[config.mk]
export PLATFORM = sky130hd
export DESIGN_NAME = clk_cross_receive
export DESIGN_NICKNAME = d
export VERILOG_FILES = /design/src/rtl/clk_cross_pkg.sv /design/src/rtl/frame_skid_reg.sv /design/src/rtl/clk_cross_receive.sv
export SDC_FILE = /design/constraint.sdc
export NUM_CORES = 1
export LEC_CHECK = 0
export CORE_MARGIN = 2
export CORE_UTILIZATION = 59
export CTS_BUF_LIST = sky130_fd_sc_hd__clkbuf_8
export DETAILED_ROUTE_END_ITERATION = 8
export PLACE_DENSITY = 0.88
export SYNTH_ARGS = -nofsm -noshare
export SYNTH_HDL_FRONTEND = slang
export SYNTH_HIERARCHICAL = 1
export SYNTH_SLANG_ARGS = --single-unit
[constraint.sdc]
create_clock -name clk_6144mhz -period 4.9 [get_ports clk_6144mhz]
set_clock_uncertainty 0.1 [all_clocks]
set_input_delay 0.49 -clock clk_6144mhz [delete_from_list [all_inputs] [get_ports clk_6144mhz]]
set_output_delay 0.49 -clock clk_6144mhz [all_outputs]
set_load 0.02 [all_outputs]
[src/rtl/clk_cross_pkg.sv]
// Shared definitions for the frame link: widths, frame field positions and
// the receiver FSM state encoding.
package clk_cross_pkg;
  localparam int WORD_W  = 9;
  localparam int FRAME_W = 20;
  localparam int ADDR_W  = 2;
  localparam int SEQ_W   = 2;

  localparam int SEQ_HI = 19;
  localparam int SEQ_LO = 18;
  localparam int WA_HI  = 17;
  localparam int WA_LO  = 9;
  localparam int WB_HI  = 8;
  localparam int WB_LO  = 0;

  typedef enum logic [1:0] {
    ST_IDLE = 2'd0,
    ST_WR_A = 2'd1,
    ST_WR_B = 2'd2
  } state_e;

  // Port-A address is {bank, word}; bank comes from the low bit of the tag.
  function automatic logic [ADDR_W-1:0] wr_addr(input logic bank, input logic word);
    return {bank, word};
  endfunction
endpackage

[src/rtl/frame_skid_reg.sv]
// One-deep frame holding register with a full flag. A load in the same cycle
// as an unload keeps the register full with the new frame.
module frame_skid_reg
  import clk_cross_pkg::*;
(
  input  logic               clk,
  input  logic               rst_n,
  input  logic               i_load,
  input  logic               i_unload,
  input  logic [FRAME_W-1:0] i_din,
  output logic [FRAME_W-1:0] o_dout,
  output logic               o_full
);
  logic [FRAME_W-1:0] r_data;
  logic               r_full;

  always_ff @(posedge clk or negedge rst_n) begin
    if (!rst_n) begin
      r_data <= '0;
      r_full <= 1'b0;
    end else begin
      if (i_load)
        r_data <= i_din;
      if (i_load)
        r_full <= 1'b1;
      else if (i_unload)
        r_full <= 1'b0;
    end
  end

  assign o_dout = r_data;
  assign o_full = r_full;
endmodule

[src/rtl/clk_cross_receive.sv]
// Frame receiver: unpacks each 20-bit frame into two BRAM port-A writes,
// checks the sequence tag and holds one frame in a skid register while busy.
module clk_cross_receive
  import clk_cross_pkg::*;
(
  input  logic               clk_6144mhz,
  input  logic               rst_n,
  input  logic [FRAME_W-1:0] data_in,
  input  logic               data_in_valid,
  input  logic               err_clear,
  output logic               bram_wea,
  output logic [ADDR_W-1:0]  bram_addra,
  output logic [WORD_W-1:0]  bram_dina,
  output logic               frame_done,
  output logic               done_bank,
  output logic               busy,
  output logic               seq_err,
  output logic               overflow
);
  state_e             r_state, w_nstate;
  logic [FRAME_W-1:0] r_wrk, w_wrk_din;
  logic               w_wrk_load;
  logic               w_skd_load, w_skd_unload, w_skd_full;
  logic [FRAME_W-1:0] w_skd_dout;
  logic [SEQ_W-1:0]   r_exp_seq, w_tag;
  logic               w_drop, w_seq_mis;
  logic               r_seq_err, r_overflow, r_frame_done, r_done_bank;

  frame_skid_reg u_skd (
    .clk      (clk_6144mhz),
    .rst_n    (rst_n),
    .i_load   (w_skd_load),
    .i_unload (w_skd_unload),
    .i_din    (data_in),
    .o_dout   (w_skd_dout),
    .o_full   (w_skd_full)
  );

  always_ff @(posedge clk_6144mhz or negedge rst_n) begin
    if (!rst_n) r_state <= ST_IDLE;
    else        r_state <= w_nstate;
  end

  // Every load into wrk re-enters WR_A; the skid is drained before new input.
  always_comb begin
    w_nstate     = r_state;
    w_wrk_load   = 1'b0;
    w_wrk_din    = data_in;
    w_skd_load   = 1'b0;
    w_skd_unload = 1'b0;
    w_drop       = 1'b0;
    unique case (r_state)
      ST_IDLE: begin
        if (data_in_valid) begin
          w_wrk_load = 1'b1;
          w_nstate   = ST_WR_A;
        end
      end
      ST_WR_A: begin
        w_nstate = ST_WR_B;
        if (data_in_valid) begin
          if (w_skd_full) w_drop     = 1'b1;
          else            w_skd_load = 1'b1;
        end
      end
      ST_WR_B: begin
        if (w_skd_full) begin
          w_wrk_load   = 1'b1;
          w_wrk_din    = w_skd_dout;
          w_skd_unload = 1'b1;
          w_skd_load   = data_in_valid;
          w_nstate     = ST_WR_A;
        end else if (data_in_valid) begin
          w_wrk_load = 1'b1;
          w_nstate   = ST_WR_A;
        end else begin
          w_nstate = ST_IDLE;
        end
      end
      default: w_nstate = ST_IDLE;
    endcase
  end

  always_comb begin
    bram_wea   = 1'b0;
    bram_addra = '0;
    bram_dina  = '0;
    unique case (r_state)
      ST_WR_A: begin
        bram_wea   = 1'b1;
        bram_addra = wr_addr(r_wrk[SEQ_LO], 1'b0);
        bram_dina  = r_wrk[WA_HI:WA_LO];
      end
      ST_WR_B: begin
        bram_wea   = 1'b1;
        bram_addra = wr_addr(r_wrk[SEQ_LO], 1'b1);
        bram_dina  = r_wrk[WB_HI:WB_LO];
      end
      default: ;
    endcase
  end

  assign w_tag     = w_wrk_din[SEQ_HI:SEQ_LO];
  assign w_seq_mis = w_wrk_load && (w_tag != r_exp_seq);

  // On a match tag+1 equals exp_seq+1, so one update covers both match and resync.
  always_ff @(posedge clk_6144mhz or negedge rst_n) begin
    if (!rst_n) begin
      r_wrk        <= '0;
      r_exp_seq    <= '0;
      r_seq_err    <= 1'b0;
      r_overflow   <= 1'b0;
      r_frame_done <= 1'b0;
      r_done_bank  <= 1'b0;
    end else begin
      if (w_wrk_load) begin
        r_wrk     <= w_wrk_din;
        r_exp_seq <= w_tag + 2'd1;
      end
      if (w_seq_mis)      r_seq_err <= 1'b1;
      else if (err_clear) r_seq_err <= 1'b0;
      if (w_drop)         r_overflow <= 1'b1;
      else if (err_clear) r_overflow <= 1'b0;
      r_frame_done <= (r_state == ST_WR_B);
      r_done_bank  <= (r_state == ST_WR_B) && r_wrk[SEQ_LO];
    end
  end

  assign frame_done = r_frame_done;
  assign done_bank  = r_done_bank;
  assign busy       = (r_state != ST_IDLE);
  assign seq_err    = r_seq_err;
  assign overflow   = r_overflow;
endmodule

# After elaboration in Yosys (flattened, before gate mapping)
# Index checks and enable logic that the tools add are counted.
dict set report totals {
  register_bits 48
}
dict set report classes {
  reduce_logical 8
  muxes 25
  n_eq_ne 4
  add_sub_neg 1
}
# op n
set op_table {}
lappend op_table {{20-bit two-way mux} 2}
lappend op_table {{9-bit case mux with 2 select lines} 1}
lappend op_table {{1-bit two-way mux} 17}
lappend op_table {{2-bit nonzero test} 4}
lappend op_table {{2-bit case mux with 3 select lines} 1}
lappend op_table {{1-bit case mux with 2 select lines} 2}
lappend op_table {{2-bit case mux with 2 select lines} 1}
lappend op_table {{2-bit by 1-bit adder with 2-bit output, second input constant} 1}
lappend op_table {{2-bit by 1-bit equality test with 1-bit output, second input constant} 1}
lappend op_table {{2-bit equality test, second input constant} 1}
lappend op_table {{1-bit logical AND} 2}
lappend op_table {{2-bit logical NOT} 1}
lappend op_table {{2-bit two-way mux} 1}
lappend op_table {{2-bit != test} 1}
lappend op_table {{2-bit != test, second input constant} 1}
lappend op_table {{2-bit OR reduction} 1}

# Longest topological paths before layout
dict set report depth {
  word_depth 5
  ltp_mapped 7
  depth_no_buf 6
}

# Cells and area by module
# Netlist, hierarchy kept.
# module area_per_inst_um2 seq_area_each_um2 cells_per_inst instances
set by_module_without_submodules {}
lappend by_module_without_submodules {clk_cross_receive 1535.2 675.6 159 1}
lappend by_module_without_submodules {frame_skid_reg 855.8 525.5 45 1}

# Least setup slack after synthesis
# OpenSTA, ideal clock, no wires.
dict set report synth_timing {
  kind {register to output}
  startpoint {reg r_state[0]}
  endpoint {out bram_dina[0]}
  t_arrival_ps 1598
  stages_incl_launch_ff 6
  slack_ps 2712
  t_required_ps 4310
  path_buffers 1
  path_cell_list {dfrtp_1 > inv_1 > ha_1 > clkbuf_1 > a22oi_1 > nor2b_1}
}
dict set report synth_via {
  elab_chain_cells 2
  word_cells_on_any_way 3
  classes_between {eq/ne: 2; mux: 1}
}
# item line
set synth_rtl {}
lappend synth_rtl {{start: declaration} clk_cross_receive.sv:20} ;# state_e r_state, w_nstate;
lappend synth_rtl {{start signal: assignment} clk_cross_receive.sv:41} ;# else r_state <= w_nstate;
lappend synth_rtl {{2-bit equality test or 2-bit by 1-bit equality test with 1-bit output (tied branches)} clk_cross_receive.sv:88} ;# unique case (r_state)
lappend synth_rtl {{9-bit case mux with 2 select lines *} clk_cross_receive.sv:88}
lappend synth_rtl {{end: declaration} clk_cross_receive.sv:13} ;# output logic [WORD_W-1:0] bram_dina,
# Every way passes the cells marked *; elsewhere a longest branch is shown, timed or not.

# Final worst setup path
dict set report layout_timing {
  startpoint {reg r_state[0]}
  endpoint {out bram_dina[2]}
}
# Same word-level chain as after synthesis.

==> run metrics <==
Area Overhead vs Synth 20.7%; FF-to-FF Start r_state[0]$_DFFE_PN0P_; hold-fix buffer count after cts 0; grt ovf 0; IO Port Bufs 40; sequential power share 0.389; share of layout cells above drive strength 1 0.157; deepest clock path buffer count 2; DRT Pass-1 Iters 4; Syn. warnings 6; routed vias/inst 5.66; Slew HR 0.306; Post-CTS Resized 0; Core ar. around 4000 um^2; RSZ-0062 raised after global routing false; Final GP Congestion 0.766; clk_lat worst skew 0.30 ns; Max-Cap Viols 0; prevailing post-synth register cell dfrtp_1; diode count 0; row cnt 23; DR iter-0 viols 79; Post-Syn Area per Cell about 12 um^2; WP data arrival 2.41 ns; switching part of the total 0.373; die area 4580 um^2; register bit total from synthesis 48; Root Driver clkbuf_8; routed wire length 4.72 mm; DR WL/cell 16.2 um; Synth cell types 36; flop2flop setup slack 2.14 ns; Pwr Density between 600 and 700 nW/um^2; power share of the combinational group 0.483; antenna violations before repair 0; die height around 68 um; clk sink count 48; synthesized cell area 2390 um^2; Mapped Cells 204; post-route ant nets 0; worst hold path type in -> async; Pint roughly 1.2 mW; Chip Width around 68 um; H-tree depth 2; pin count of the biggest net entering global routing 49; fin nets 270; worst reg2reg path depth 7; final hold vios 0; net switching power figure 689 uW; number of setup buffers added after CTS 0; via count 1,653; first-pass GRT wire length 7.70 mm; WP data required 4.31 ns; Crit Reg-Reg Endpoint u_skd/o_dout[0]$_DFFE_PN0P_; Max VDD drop 0.313 mV; Post-Syn Nets approximately 230; critical path class reg -> out; FFs w/ async S/R, synth 1.00; final setup vio count 0; fmax 334 MHz; register area share after synthesis 0.502; status complete, no violations; Setup crit start kind register; Final TNS setup 0 ns; clock share of power 0.129; Fillers 276; Tmin final 3.00 ns; DRC errors left 0; total global-route track usage 0.231; Ports 41; Tot Pwr 1.85 mW; TritonCTS clock tree yes; Tightest Pin Transition 1.04 ns; crit path max fanout 14; final worst path period share 0.612; Pleak 1.36 nW; hpwl dp 3.16 mm; CP endpoint kind primary output; EDFF count, synth 0; vias in the first global route 1,525; Clock Pin Slew Worst Setup and Hold Paths roughly 0.090 ns; Inserted Clock Buffers 5; starting density of the core 0.606; max-slew violations 0
cell usage in the layout, fill, tap and decap left out, types with 2 or more instances in the layout:
master	count
nor2b_1	9
clkdlybuf4s50_1	39
o21ai_0	5
mux2i_1	19
o21a_1	3
nand2_1	4
clkinv_2	2
dfrtp_1	48
nor3_1	2
buf_4	3
mux2_4	19
ha_1	5
inv_1	9
clkbuf_8	6
a21oi_1	19
nand2b_1	2
a22oi_1	9
nor2_1	19
a21oi_2	2
state kept, by name (all words and copies together), names as in the netlist:
name	flops
u_skd/o_dout	20
overflow	1
seq_err	1
done_bank	1
u_skd/o_full	1
frame_done	1
r_state	2
r_exp_seq	2
r_wrk	19
cell families (layout without fill, tap and decap cells):
logic type | Yosys count | in the layout | synth area share
flip-flops | 48 | 48 | 0.502
AND/OR/NAND/NOR | 42 | 42 | 0.0874
AO/OA/AOI/OAI | 46 | 46 | 0.124
adder cells (fa/ha/maj) | 5 | 5 | 0.0262
multiplexers | 39 | 39 | 0.204
buffers and inverters | 22 | 60 | 0.0492
XOR/XNOR | 2 | 2 | 0.00733
power groups by stage:
stage                     registers (mW)  logic [mW]  clock network (mW)
after detailed placement           0.721       0.888                   0
after CTS                          0.717       0.896               0.246
after global routing               0.741       0.972               0.262
after floorplan                    0.694       0.643                   0
final                              0.719       0.893               0.238
after global placement             0.711       0.866                   0
synth_stat cells (4+ instances only):
cell type  number  share of area
inv_1           9          0.014
o21ai_0         5          0.010
clkbuf_1        4         0.0063
nand2_1         4         0.0063
a22oi_1         9          0.028
mux2i_1        19          0.080
nor2_1         20          0.031
ha_1            5          0.026
a21oi_1        20          0.042
mux2_4         19           0.12
dfrtp_1        48           0.50
nor2b_1         9          0.024
critical path: stages (launching register included):
cell and delay (ns):
dfrtp_1 0.40, inv_1 0.13, ha_1 0.55, a22oi_1 0.19, nor2b_1 0.21, clkdlybuf4s50_1 0.63
per-stage QoR:
stage / area [um^2] / utilization / hold WS, ns / setup WS (ns) / instances
after floorplan: 2390 / - / 0.0944 / 2.71 / 204
after global placement: 2790 / 0.709 / 0.390 / 2.21 / 284
after detailed placement: 2790 / 0.709 / 0.394 / 2.16 / 284
after CTS: 2890 / 0.732 / 0.300 / 1.90 / 292
after global routing: 2890 / 0.732 / 0.342 / 1.78 / 292
final: 2890 / 0.732 / 0.264 / 1.90 / 292
area by class of cell:
class,count,area [um^2],area share
repair buffers,43,418,0.145
clock inverters,2,10.0,0.00347
well taps,50,62.6,0.0217
multi-input cells,134,1080,0.374
flip-flops and latches,48,1200,0.416
inverters,9,33.8,0.0117
clock buffers,6,82.6,0.0286
worst max-delay path by stage:
stage	slack (ns)	start	to
after floorplan	2.71	r_state[0]$_DFFE_PN0P_	bram_dina[0]
after global placement	2.21	data_in_valid	u_skd/o_dout[14]$_DFFE_PN0P_
after detailed placement	2.16	data_in_valid	u_skd/o_dout[3]$_DFFE_PN0P_
after CTS	1.90	r_state[0]$_DFFE_PN0P_	bram_dina[4]
after global routing	1.78	r_state[0]$_DFFE_PN0P_	bram_dina[2]
final	1.90	r_state[0]$_DFFE_PN0P_	bram_dina[2]
layer usage:
layer,track usage,part of all wire,vias to the layer above
met3,0.0667,0.046,5
met1,0.325,0.45,827
met5,0,0,-
li1,-,-,779
met2,0.350,0.49,42
met4,0.0638,0.0097,0
(Power assumes the default switching activity.)
